**src/rtl/video_timing_pkg.sv**
```systemverilog
// Shared raster timing constants, phase encoding and counter widths
// for the character-clock video sync generator.
package video_timing_pkg;

    localparam int DEF_H_VISIBLE = 132;
    localparam int DEF_H_FRONT   = 5;
    localparam int DEF_H_SYNC    = 16;
    localparam int DEF_H_BACK    = 11;

    localparam int DEF_V_VISIBLE = 600;
    localparam int DEF_V_FRONT   = 1;
    localparam int DEF_V_SYNC    = 4;
    localparam int DEF_V_BACK    = 23;

    localparam int CHAR_W = 8;
    localparam int LINE_W = 12;

    typedef enum logic [1:0] {
        ACTIVE = 2'd0,
        FRONT  = 2'd1,
        SYNC   = 2'd2,
        BACK   = 2'd3
    } phase_t;

endpackage

```
**src/rtl/video_sync_gen_sync_axis.sv**
```systemverilog
// One raster axis: position counter plus phase FSM, both stepped by advance.
// The phase comes from a phase-local down-counter, never from position compares.
module sync_axis
    import video_timing_pkg::*;
#(
    parameter int LEN_ACTIVE = 1,
    parameter int LEN_FRONT  = 1,
    parameter int LEN_SYNC   = 1,
    parameter int LEN_BACK   = 1,
    parameter int W          = 8
) (
    input  logic         char_clock,
    input  logic         reset,
    input  logic         advance,
    output logic         wrap,
    output logic [W-1:0] pos,
    output phase_t       phase
);

    localparam int TOTAL = LEN_ACTIVE + LEN_FRONT + LEN_SYNC + LEN_BACK;

    if (TOTAL > (2 ** W)) begin : g_total_chk
        $error("sync_axis: total length does not fit counter width");
    end
    if (LEN_ACTIVE < 1 || LEN_FRONT < 1 || LEN_SYNC < 1 || LEN_BACK < 1) begin : g_len_chk
        $error("sync_axis: every phase needs at least one step");
    end

    logic [W-1:0] r_pos;
    logic [W-1:0] r_left;
    phase_t       r_phase;

    logic [W-1:0] w_pos_nxt;
    logic [W-1:0] w_left_nxt;
    phase_t       w_phase_nxt;
    logic         w_last;

    function automatic logic [W-1:0] len_m1(input phase_t p);
        logic [W-1:0] v;
        v = W'(LEN_ACTIVE - 1);
        unique case (p)
            ACTIVE: v = W'(LEN_ACTIVE - 1);
            FRONT:  v = W'(LEN_FRONT - 1);
            SYNC:   v = W'(LEN_SYNC - 1);
            BACK:   v = W'(LEN_BACK - 1);
        endcase
        return v;
    endfunction

    assign w_last = (r_left == '0);
    assign wrap   = advance && w_last && (r_phase == BACK);
    assign pos    = r_pos;
    assign phase  = r_phase;

    always_comb begin
        w_pos_nxt   = r_pos;
        w_left_nxt  = r_left;
        w_phase_nxt = r_phase;
        if (advance) begin
            w_pos_nxt = wrap ? '0 : r_pos + 1'b1;
            if (w_last) begin
                unique case (r_phase)
                    ACTIVE: w_phase_nxt = FRONT;
                    FRONT:  w_phase_nxt = SYNC;
                    SYNC:   w_phase_nxt = BACK;
                    BACK:   w_phase_nxt = ACTIVE;
                endcase
                w_left_nxt = len_m1(w_phase_nxt);
            end else begin
                w_left_nxt = r_left - 1'b1;
            end
        end
    end

    always_ff @(posedge char_clock) begin
        if (reset) begin
            r_pos   <= '0;
            r_left  <= W'(LEN_ACTIVE - 1);
            r_phase <= ACTIVE;
        end else begin
            r_pos   <= w_pos_nxt;
            r_left  <= w_left_nxt;
            r_phase <= w_phase_nxt;
        end
    end

endmodule

```
**src/rtl/video_sync_gen.sv**
```systemverilog
// Raster timing generator: counters for the renderer, sync/visible
// delayed one char_clock to line up with registered consumer video.
module video_sync_gen
    import video_timing_pkg::*;
#(
    parameter int   H_VISIBLE = DEF_H_VISIBLE,
    parameter int   H_FRONT   = DEF_H_FRONT,
    parameter int   H_SYNC    = DEF_H_SYNC,
    parameter int   H_BACK    = DEF_H_BACK,
    parameter int   V_VISIBLE = DEF_V_VISIBLE,
    parameter int   V_FRONT   = DEF_V_FRONT,
    parameter int   V_SYNC    = DEF_V_SYNC,
    parameter int   V_BACK    = DEF_V_BACK,
    parameter logic HSYNC_POL = 1'b0,
    parameter logic VSYNC_POL = 1'b0
) (
    input  logic              char_clock,
    input  logic              reset,
    output logic [CHAR_W-1:0] char_count,
    output logic [LINE_W-1:0] line_count,
    output logic              pre_visible,
    output logic              visible,
    output logic              hsync,
    output logic              vsync,
    output logic              frame_tick
);

    localparam int H_TOTAL = H_VISIBLE + H_FRONT + H_SYNC + H_BACK;
    localparam int V_TOTAL = V_VISIBLE + V_FRONT + V_SYNC + V_BACK;

    if (H_TOTAL > 256) begin : g_h_chk
        $error("video_sync_gen: H_TOTAL exceeds 256");
    end
    if (V_TOTAL > 4096) begin : g_v_chk
        $error("video_sync_gen: V_TOTAL exceeds 4096");
    end

    logic   r_started;
    logic   r_visible;
    logic   r_hsync;
    logic   r_vsync;
    logic   r_frame_tick;

    logic   w_h_wrap;
    logic   w_v_wrap;
    phase_t w_h_phase;
    phase_t w_v_phase;
    logic   w_hsync_raw;
    logic   w_vsync_raw;

    // Counters hold at 0 for the first cycle after reset so (0,0) is seen.
    sync_axis #(
        .LEN_ACTIVE (H_VISIBLE),
        .LEN_FRONT  (H_FRONT),
        .LEN_SYNC   (H_SYNC),
        .LEN_BACK   (H_BACK),
        .W          (CHAR_W)
    ) u_h_axis (
        .char_clock (char_clock),
        .reset      (reset),
        .advance    (r_started),
        .wrap       (w_h_wrap),
        .pos        (char_count),
        .phase      (w_h_phase)
    );

    sync_axis #(
        .LEN_ACTIVE (V_VISIBLE),
        .LEN_FRONT  (V_FRONT),
        .LEN_SYNC   (V_SYNC),
        .LEN_BACK   (V_BACK),
        .W          (LINE_W)
    ) u_v_axis (
        .char_clock (char_clock),
        .reset      (reset),
        .advance    (w_h_wrap),
        .wrap       (w_v_wrap),
        .pos        (line_count),
        .phase      (w_v_phase)
    );

    assign w_hsync_raw = (w_h_phase == SYNC);
    assign w_vsync_raw = (w_v_phase == SYNC);

    assign pre_visible = r_started
                       && (w_h_phase == ACTIVE)
                       && (w_v_phase == ACTIVE);

    always_ff @(posedge char_clock) begin
        if (reset) begin
            r_started    <= 1'b0;
            r_visible    <= 1'b0;
            r_hsync      <= ~HSYNC_POL;
            r_vsync      <= ~VSYNC_POL;
            r_frame_tick <= 1'b0;
        end else begin
            r_started    <= 1'b1;
            r_visible    <= pre_visible;
            r_hsync      <= w_hsync_raw ~^ HSYNC_POL;
            r_vsync      <= w_vsync_raw ~^ VSYNC_POL;
            r_frame_tick <= !r_started || (w_h_wrap && w_v_wrap);
        end
    end

    assign visible    = r_visible;
    assign hsync      = r_hsync;
    assign vsync      = r_vsync;
    assign frame_tick = r_frame_tick;

endmodule

```
**config.mk**
```make
export PLATFORM = sky130hd
export DESIGN_NAME = video_sync_gen
export DESIGN_NICKNAME = d
export VERILOG_FILES = /design/src/rtl/video_timing_pkg.sv /design/src/rtl/video_sync_gen_sync_axis.sv /design/src/rtl/video_sync_gen.sv
export SDC_FILE = /design/constraint.sdc
export NUM_CORES = 1
export LEC_CHECK = 0
export ABC_AREA = 1
export BUFFER_PORTS_ARGS = -buffer_cell sky130_fd_sc_hd__clkbuf_2
export CAP_MARGIN = 20
export CORE_MARGIN = 10
export CORE_UTILIZATION = 58
export DETAILED_ROUTE_END_ITERATION = 6
export GPL_ROUTABILITY_DRIVEN = 0
export PLACE_DENSITY = 0.79
export SKIP_LAST_GASP = 1
export SLEW_MARGIN = 20
export SYNTH_ARGS = -nofsm -noshare
export SYNTH_HDL_FRONTEND = slang
export SYNTH_SLANG_ARGS = --single-unit
```
**constraint.sdc**
```tcl
create_clock -name char_clock -period 1.85 [get_ports char_clock]
set_input_delay 0.185 -clock char_clock [delete_from_list [all_inputs] [get_ports char_clock]]
set_output_delay 0.185 -clock char_clock [all_outputs]
set_load 0.02 [all_outputs]
```
==> impl_metrics.ini, run 1 <==
[clock_tree]
maximum_number_of_buffers_from_clock_root_to_sink = 2
cts.repair.resized = 0
cts_made_buffers = 5
root_buf_cell = sky130_fd_sc_hd__clkbuf_8
tritoncts_clock_tree = done
htree_num_levels = 2
path_clk_slew_ns = 0.09
cts.sink_count = 49
clk-insertion-delay-late_ns = 0.31

[timing]
layout_worst_path_cycle_share_pct = 93.6
timing_hold_violations_final = 0
fin_ws_ns = 0.119
fin_worst_skew_ns = 0.00858
max_freq_mhz = 578
finalCriticalPeriod_ns = 1.73
finalHoldWorstSlack_ns = 0.244
max_slew.worst_pin.slew_ns = 0.509
drv_slew = 0
maxSlewHeadroom_pct = 66.1
setup_viol = 0

[yosys]
synth_sequential_area_ratio_pct = 37.4
syn-cell-area_mm2 = 0.00262
synth_mux_area_share_pct = 0
synth_nets = 396
yosys_register_bits = 49
avgSynthCellArea_um2 = 6.90
synth-adder-area-share_pct = 6.68
yosysWarnings = 0
syn_inst = 380
post_synthesis_simple_gate_area_fraction_pct = 34.4
post_synthesis_compound_gate_area_fraction_pct = 8.35
synth-xor-area-share_pct = 3.34
synth.distinct_cells = 33
dominant_combinational_cell_family_by_area_after_synthesis = simple AND/OR/NAND/NOR gates

[route]
final_antenna_net_count = 0
route.detailed.drc = 0
top_layer_used = met4
drtPass1Iterations = 4
wl_per_cell_um = 12.3
vias = 2453
wl_um = 5720
detailroute.wirelength.met2_um = 2740
met3RoutedLength_um = 338
drtIter0Drc = 170
wire_length_on_met1_um = 2590
viasPerCell = 5.29

[worst_setup_path]
crit_path_start = u_h_axis.r_left[0]
timing.rr.start = u_h_axis.r_left[0]
cp_slowest_stage_delay_ns = 0.32
crit-reg2reg-capture = u_h_axis.pos[6]
start_kind = flop
cp-end-kind = flop
required_worst_endpoint_ns = 2.06
path_buf_inv = 3
critical_path_s_slowest_cell = sky130_fd_sc_hd__dfxtp_1
arrival_ns = 1.94
worst-path-stages = 9
crit_fanout = 9
setup.worst_path.end = u_h_axis.pos[6]
timing.critical_path.cells = inv_1 > ha_1 > nand2_1 > nor2_4 > nand3_4 > buf_4 > nand2_1 > inv_1 > and3_1
path_class = reg -> reg
top_cell_family_by_delay_on_the_critical_path = simple AND/OR/NAND/NOR gates
regToRegSetupSlack_ns = 0.12
timing.reg2reg.worst_path_depth = 9

[finish]
final_common_cell = sky130_fd_sc_hd__nand2_1
antenna_cells = 0
multi_input_area_mm2 = 0.00138
nFillCells = 399
area_growth_pct = 10.2
final-instance-count-excl-fill = 464
layout.cells.most_common_list = sky130_fd_sc_hd__nand2_1, sky130_fd_sc_hd__nor2_1, sky130_fd_sc_hd__inv_1
ff_latch_area_um2 = 981
final_core_utilization_pct = 66.3
layout-drive-gt1-share_pct = 12.1
nets = 427

[floorplanning]
top_level_pins = 27
core_mm2 = 0.00435
initial_core_utilization_pct = 60.2
die_h_um = 87.2
fp.dieW_um = 87.2
floorplan.rows = 24
overall_die_area_mm2 = 0.00761

[placed_design]
numPortBuffers = 26
place_ws_ns = 0.113
hpwlAfterDp_um = 4200
place_inst = 454

[global_route]
grt_max_degree = 21
globalRouteTotalUtil_pct = 15.4
number_of_antenna_violations_at_the_first_check_in_global_routing = 0
total_congestion_overflow_after_global_routing = 0
grt_first_pass_wirelength_um = 9730
grt_pass1_vias = 2250

[pwr]
worst_ir_drop_vdd_uv = 404
static-leakage-power_uw = 0.00132
power.density_mw_per_mm2 = 629

[run_status]
status = completed

[worst_hold_path]
holdCritPathClass = in -> reg
timing.hold.worst.start = reset

[flow_run]
drv.max_cap_violation_count = 0
logic make-up (layout without fill, tap and decap cells):
family | count (synthesis) | after routing
AOI/OAI and AO/OA | 39 | 39
xor gates and xnor gates | 10 | 10
adders and majority gates | 14 | 14
buffers and inverters | 62 | 94
DFF | 49 | 49
and+or+nand+nor | 206 | 206
Yosys cell counts (all sizes together):
master | number | area, µm²
or2 | 1 | 6.26
o21bai | 3 | 22.5
o221ai | 1 | 8.76
and3 | 1 | 6.26
xor2 | 8 | 70.1
nand4 | 4 | 25.0
a31o | 1 | 8.76
buf | 5 | 42.5
dfxtp | 49 | 981
a31oi | 1 | 6.26
nor3b | 2 | 15.0
nor4 | 1 | 6.26
nand3b | 3 | 22.5
nor3 | 10 | 55.1
nor2 | 67 | 277
inv | 55 | 206
o211ai | 3 | 22.5
xnor2 | 2 | 17.5
ha | 14 | 175
clkbuf | 2 | 7.51
nand2 | 89 | 337
nand3 | 28 | 153
o21ai | 12 | 60.1
a21oi | 18 | 90.1
final cells by class:
| class | count | area share (%) |
|---|---|---|
| Multi-Input combinational cell | 269 | 47.9 |
| Clock buffer | 7 | 2.64 |
| Timing Repair Buffer | 31 | 5.81 |
| Sequential cell | 49 | 34.0 |
| Inverter | 55 | 7.15 |
| Clock inverter | 1 | 0.260 |
| Tap cell | 52 | 2.25 |
where the power goes:
| group | switching, µW | internal (µW) |
|---|---|---|
| combinational | 66.7 | 33.7 |
| clock | 360 | 268 |
| sequential | 17.4 | 1070 |
| total | 444 | 1370 |
worst min-delay path by stage:
| stage | end | cells past startpoint |
|---|---|---|
| after floorplan | u_v_axis.r_left[10] | 3 |
| after global placement | u_h_axis.r_left[0] | 2 |
| after detailed placement | u_h_axis.r_left[0] | 2 |
| after CTS | u_v_axis.r_left[5] | 3 |
| after global routing | u_v_axis.r_left[5] | 3 |
| final | u_v_axis.r_left[5] | 3 |
metal layers:
metal,global-route usage (%),vias to the layer above
li1,-,1262
met1,19.0,1132
met2,25.1,55
met3,3.93,4
met4,5.51,0
met5,0,-
what timing repair did:
action,4_1_cts,5_1_grt
setup buffers,0,2
hold buffers,0,0
setup endpoints to repair,0,9
state kept, by name, indices dropped and copies added, names as in the netlist:
register	flops
u_h_axis.pos	8
u_h_axis.phase	2
visible	1
frame_tick	1
u_v_axis.phase	2
u_v_axis.r_left	12
u_v_axis.pos	12
vsync	1
u_h_axis.r_left	8
r_started	1
hsync	1
worst reg2reg max path, delay by kind of cell, from the launching register on:
family        cells  cell delay, ns
flops             1            0.32
fa+ha+maj         1            0.15
simple gates      5            0.73
buf+inv           3            0.43
per-stage QoR:
step	setup TNS (ns)	total power, µW	instance area (µm²)
final	0	1820	2890
after detailed placement	0	1210	2790
after floorplan	0	1180	2620
after global placement	0	1210	2790
after global routing	-0.00730	1890	2890
after CTS	0	1830	2870
No activity file was read; power rests on OpenSTA's default activity.
==> run 2, diff against run 1 <==
==> constraint.sdc (replaced) <==
create_clock -name char_clock -period 1.85 [get_ports char_clock]
set_input_delay 0.0925 -clock char_clock [delete_from_list [all_inputs] [get_ports char_clock]]
set_output_delay 0.0925 -clock char_clock [all_outputs]
set_load 0.02 [all_outputs]
==> run 2 against run 1 <==
Total power grew 10%. Critical path depth is the same. Sequential share of layout area shrank 0.89 points. Worst setup slack gained 0.023 ns. Highest routed layer unchanged.
==> impl_metrics.ini, run 2 (synthesis gave the netlist of run 1 again) <==
[clock_tree]
cts_made_buffers = 5
root_buf_cell = sky130_fd_sc_hd__clkbuf_8
cts.sink_count = 49
path_clk_slew_ns = 0.10
maximum_number_of_buffers_from_clock_root_to_sink = 2
htree_num_levels = 2
cts-hold-fix-buffers = 0
tritoncts_clock_tree = done
clk-insertion-delay-late_ns = 0.31

[timing]
fin_worst_skew_ns = 0.0102
finalCriticalPeriod_ns = 1.71
totalNegativeSetupSlack_ns = 0
layout_worst_path_cycle_share_pct = 92.4
timing_hold_violations_final = 0
max_slew.worst_pin.slew_ns = 0.548
maxSlewHeadroom_pct = 63.4
max_freq_mhz = 585
setup_viol = 0
fin_ws_ns = 0.142
drv_slew = 0
rsz_0062_raised_after_global_routing = false

[pwr]
power.density_mw_per_mm2 = 674
total_switching_power_uw = 455
switching_share_of_power_pct = 22.8
internal_power_uw = 1540
worst_ir_drop_vdd_uv = 434
power.share.combinational_pct = 5.0
sequentialPowerShare_pct = 54.4
static-leakage-power_uw = 0.00136
p_clk_share_pct = 40.5

[floorplanning]
top_level_pins = 27
floorplan.rows = 24
fp.dieW_um = 87.2
initial_core_utilization_pct = 60.2
core_mm2 = 0.00435
overall_die_area_mm2 = 0.00761
die_h_um = 87.2

[worst_setup_path]
crit_path_start = u_h_axis.r_left[0]
crit_fanout = 7
timing.reg2reg.worst_path_depth = 9
regToRegSetupSlack_ns = 0.14
start_kind = flop
arrival_ns = 1.92
cp-end-kind = flop
required_worst_endpoint_ns = 2.06
timing.rr.start = u_h_axis.r_left[0]
path_class = reg -> reg
crit-reg2reg-capture = u_h_axis.pos[6]

[finish]
post-route-cell-area_mm2 = 0.00297
nets = 430
final_core_utilization_pct = 68.1
antenna_cells = 0
layout-drive-gt1-share_pct = 13.7
final_common_cell = sky130_fd_sc_hd__nand2_1
area_growth_pct = 13.1
nFillCells = 385
layout.cells.most_common_list = sky130_fd_sc_hd__nand2_1, sky130_fd_sc_hd__nor2_1, sky130_fd_sc_hd__inv_1

[worst_hold_path]
timing.hold.worst.start = reset
holdPathEnd = frame_tick
timing.hold.worst_path_depth = 2
holdCritPathClass = in -> reg

[global_route]
total_congestion_overflow_after_global_routing = 0
grt_pass1_vias = 2212
grt_max_degree = 21
globalRouteTotalUtil_pct = 15.9
grt_first_pass_wirelength_um = 9970
number_of_antenna_violations_at_the_first_check_in_global_routing = 0

[route]
drtIter0Drc = 176
viasPerCell = 5.21
wl_per_cell_um = 12.3
wl_um = 5730
route.detailed.drc = 0
drtPass1Iterations = 4
vias = 2432
final_antenna_net_count = 0

[placed_design]
hpwlAfterDp_um = 4210
numPortBuffers = 26
place_ws_ns = 0.116
dpl-instance-area_mm2 = 0.00278

[run_status]
status = completed

[flow_run]
drv.max_cap_violation_count = 0
[run 2: changes by cell type in the layout (fill, tap and decap cells not counted), sizes merged]
| cell | previous run | this run |
|---|---|---|
| bufinv | 0 | 1 |
| buf | 5 | 8 |
| clkbuf | 33 | 32 |
[run 2: area by class of cell]
| type | instances | area, µm² | share of cell area [%] |
|---|---|---|---|
| multi-input cells | 269 | 1400 | 47.2 |
| flip-flops and latches | 49 | 981 | 33.1 |
| inverters | 55 | 206 | 6.96 |
| repair buffers | 34 | 194 | 6.54 |
| clock buffers | 6 | 82.6 | 2.78 |
| well taps | 52 | 65.1 | 2.19 |
| clock inverters | 2 | 37.5 | 1.27 |
[run 2: through the flow]
step	total power (µW)	cells	hold WS, ns
2_1_floorplan	1180	380	0.271
3_3_place_gp	1210	453	0.451
3_5_place_dp	1210	453	0.458
4_1_cts	2010	461	0.158
5_1_grt	2080	467	0.172
6_report	2000	467	0.162
[run 2: worst max-delay path, cell delays in order, from the launching register on]
cell                      delay, ns
sky130_fd_sc_hd__dfxtp_1       0.32
sky130_fd_sc_hd__inv_1         0.12
sky130_fd_sc_hd__ha_1          0.16
sky130_fd_sc_hd__nand2_1       0.08
sky130_fd_sc_hd__nor2_4        0.20
sky130_fd_sc_hd__nand3_4       0.14
sky130_fd_sc_hd__buf_4         0.19
sky130_fd_sc_hd__nand2_1       0.13
sky130_fd_sc_hd__inv_1         0.11
sky130_fd_sc_hd__and3_1        0.17
[run 2: power by group through the flow]
stage | clock network (µW) | logic, µW | registers, µW
2_1_floorplan | 0 | 69.9 | 1110
3_3_place_gp | 0 | 97.3 | 1110
3_5_place_dp | 0 | 99.4 | 1110
4_1_cts | 825 | 101 | 1090
5_1_grt | 874 | 115 | 1090
6_report | 810 | 101 | 1090
[run 2: repair_timing]
item | in CTS | in global routing
setup buffers | 0 | 6
resized for setup | 0 | 5
endpoints found under the setup margin | 0 | 22
[run 2: how the worst max path moves through the flow]
| stage | to | slack, ns | depth (start not counted) |
|---|---|---|---|
| 2_1_floorplan | u_v_axis.pos[10] | 0.40 | 7 |
| 3_3_place_gp | u_v_axis.r_left[7] | 0.18 | 9 |
| 3_5_place_dp | u_v_axis.pos[10] | 0.12 | 10 |
| 4_1_cts | u_v_axis.pos[10] | 0.11 | 10 |
| 5_1_grt | u_h_axis.pos[6] | 0.01 | 9 |
| 6_report | u_h_axis.pos[6] | 0.14 | 9 |
[run 2: layer usage]
| metal | GRT usage [%] | vias to the layer above | routed length [µm] |
|---|---|---|---|
| li1 | - | 1268 | - |
| met1 | 19.7 | 1104 | 2630 |
| met2 | 25.8 | 56 | 2630 |
| met3 | 4.68 | 4 | 431 |
| met4 | 4.78 | 0 | 41 |
| met5 | 0 | - | 0 |
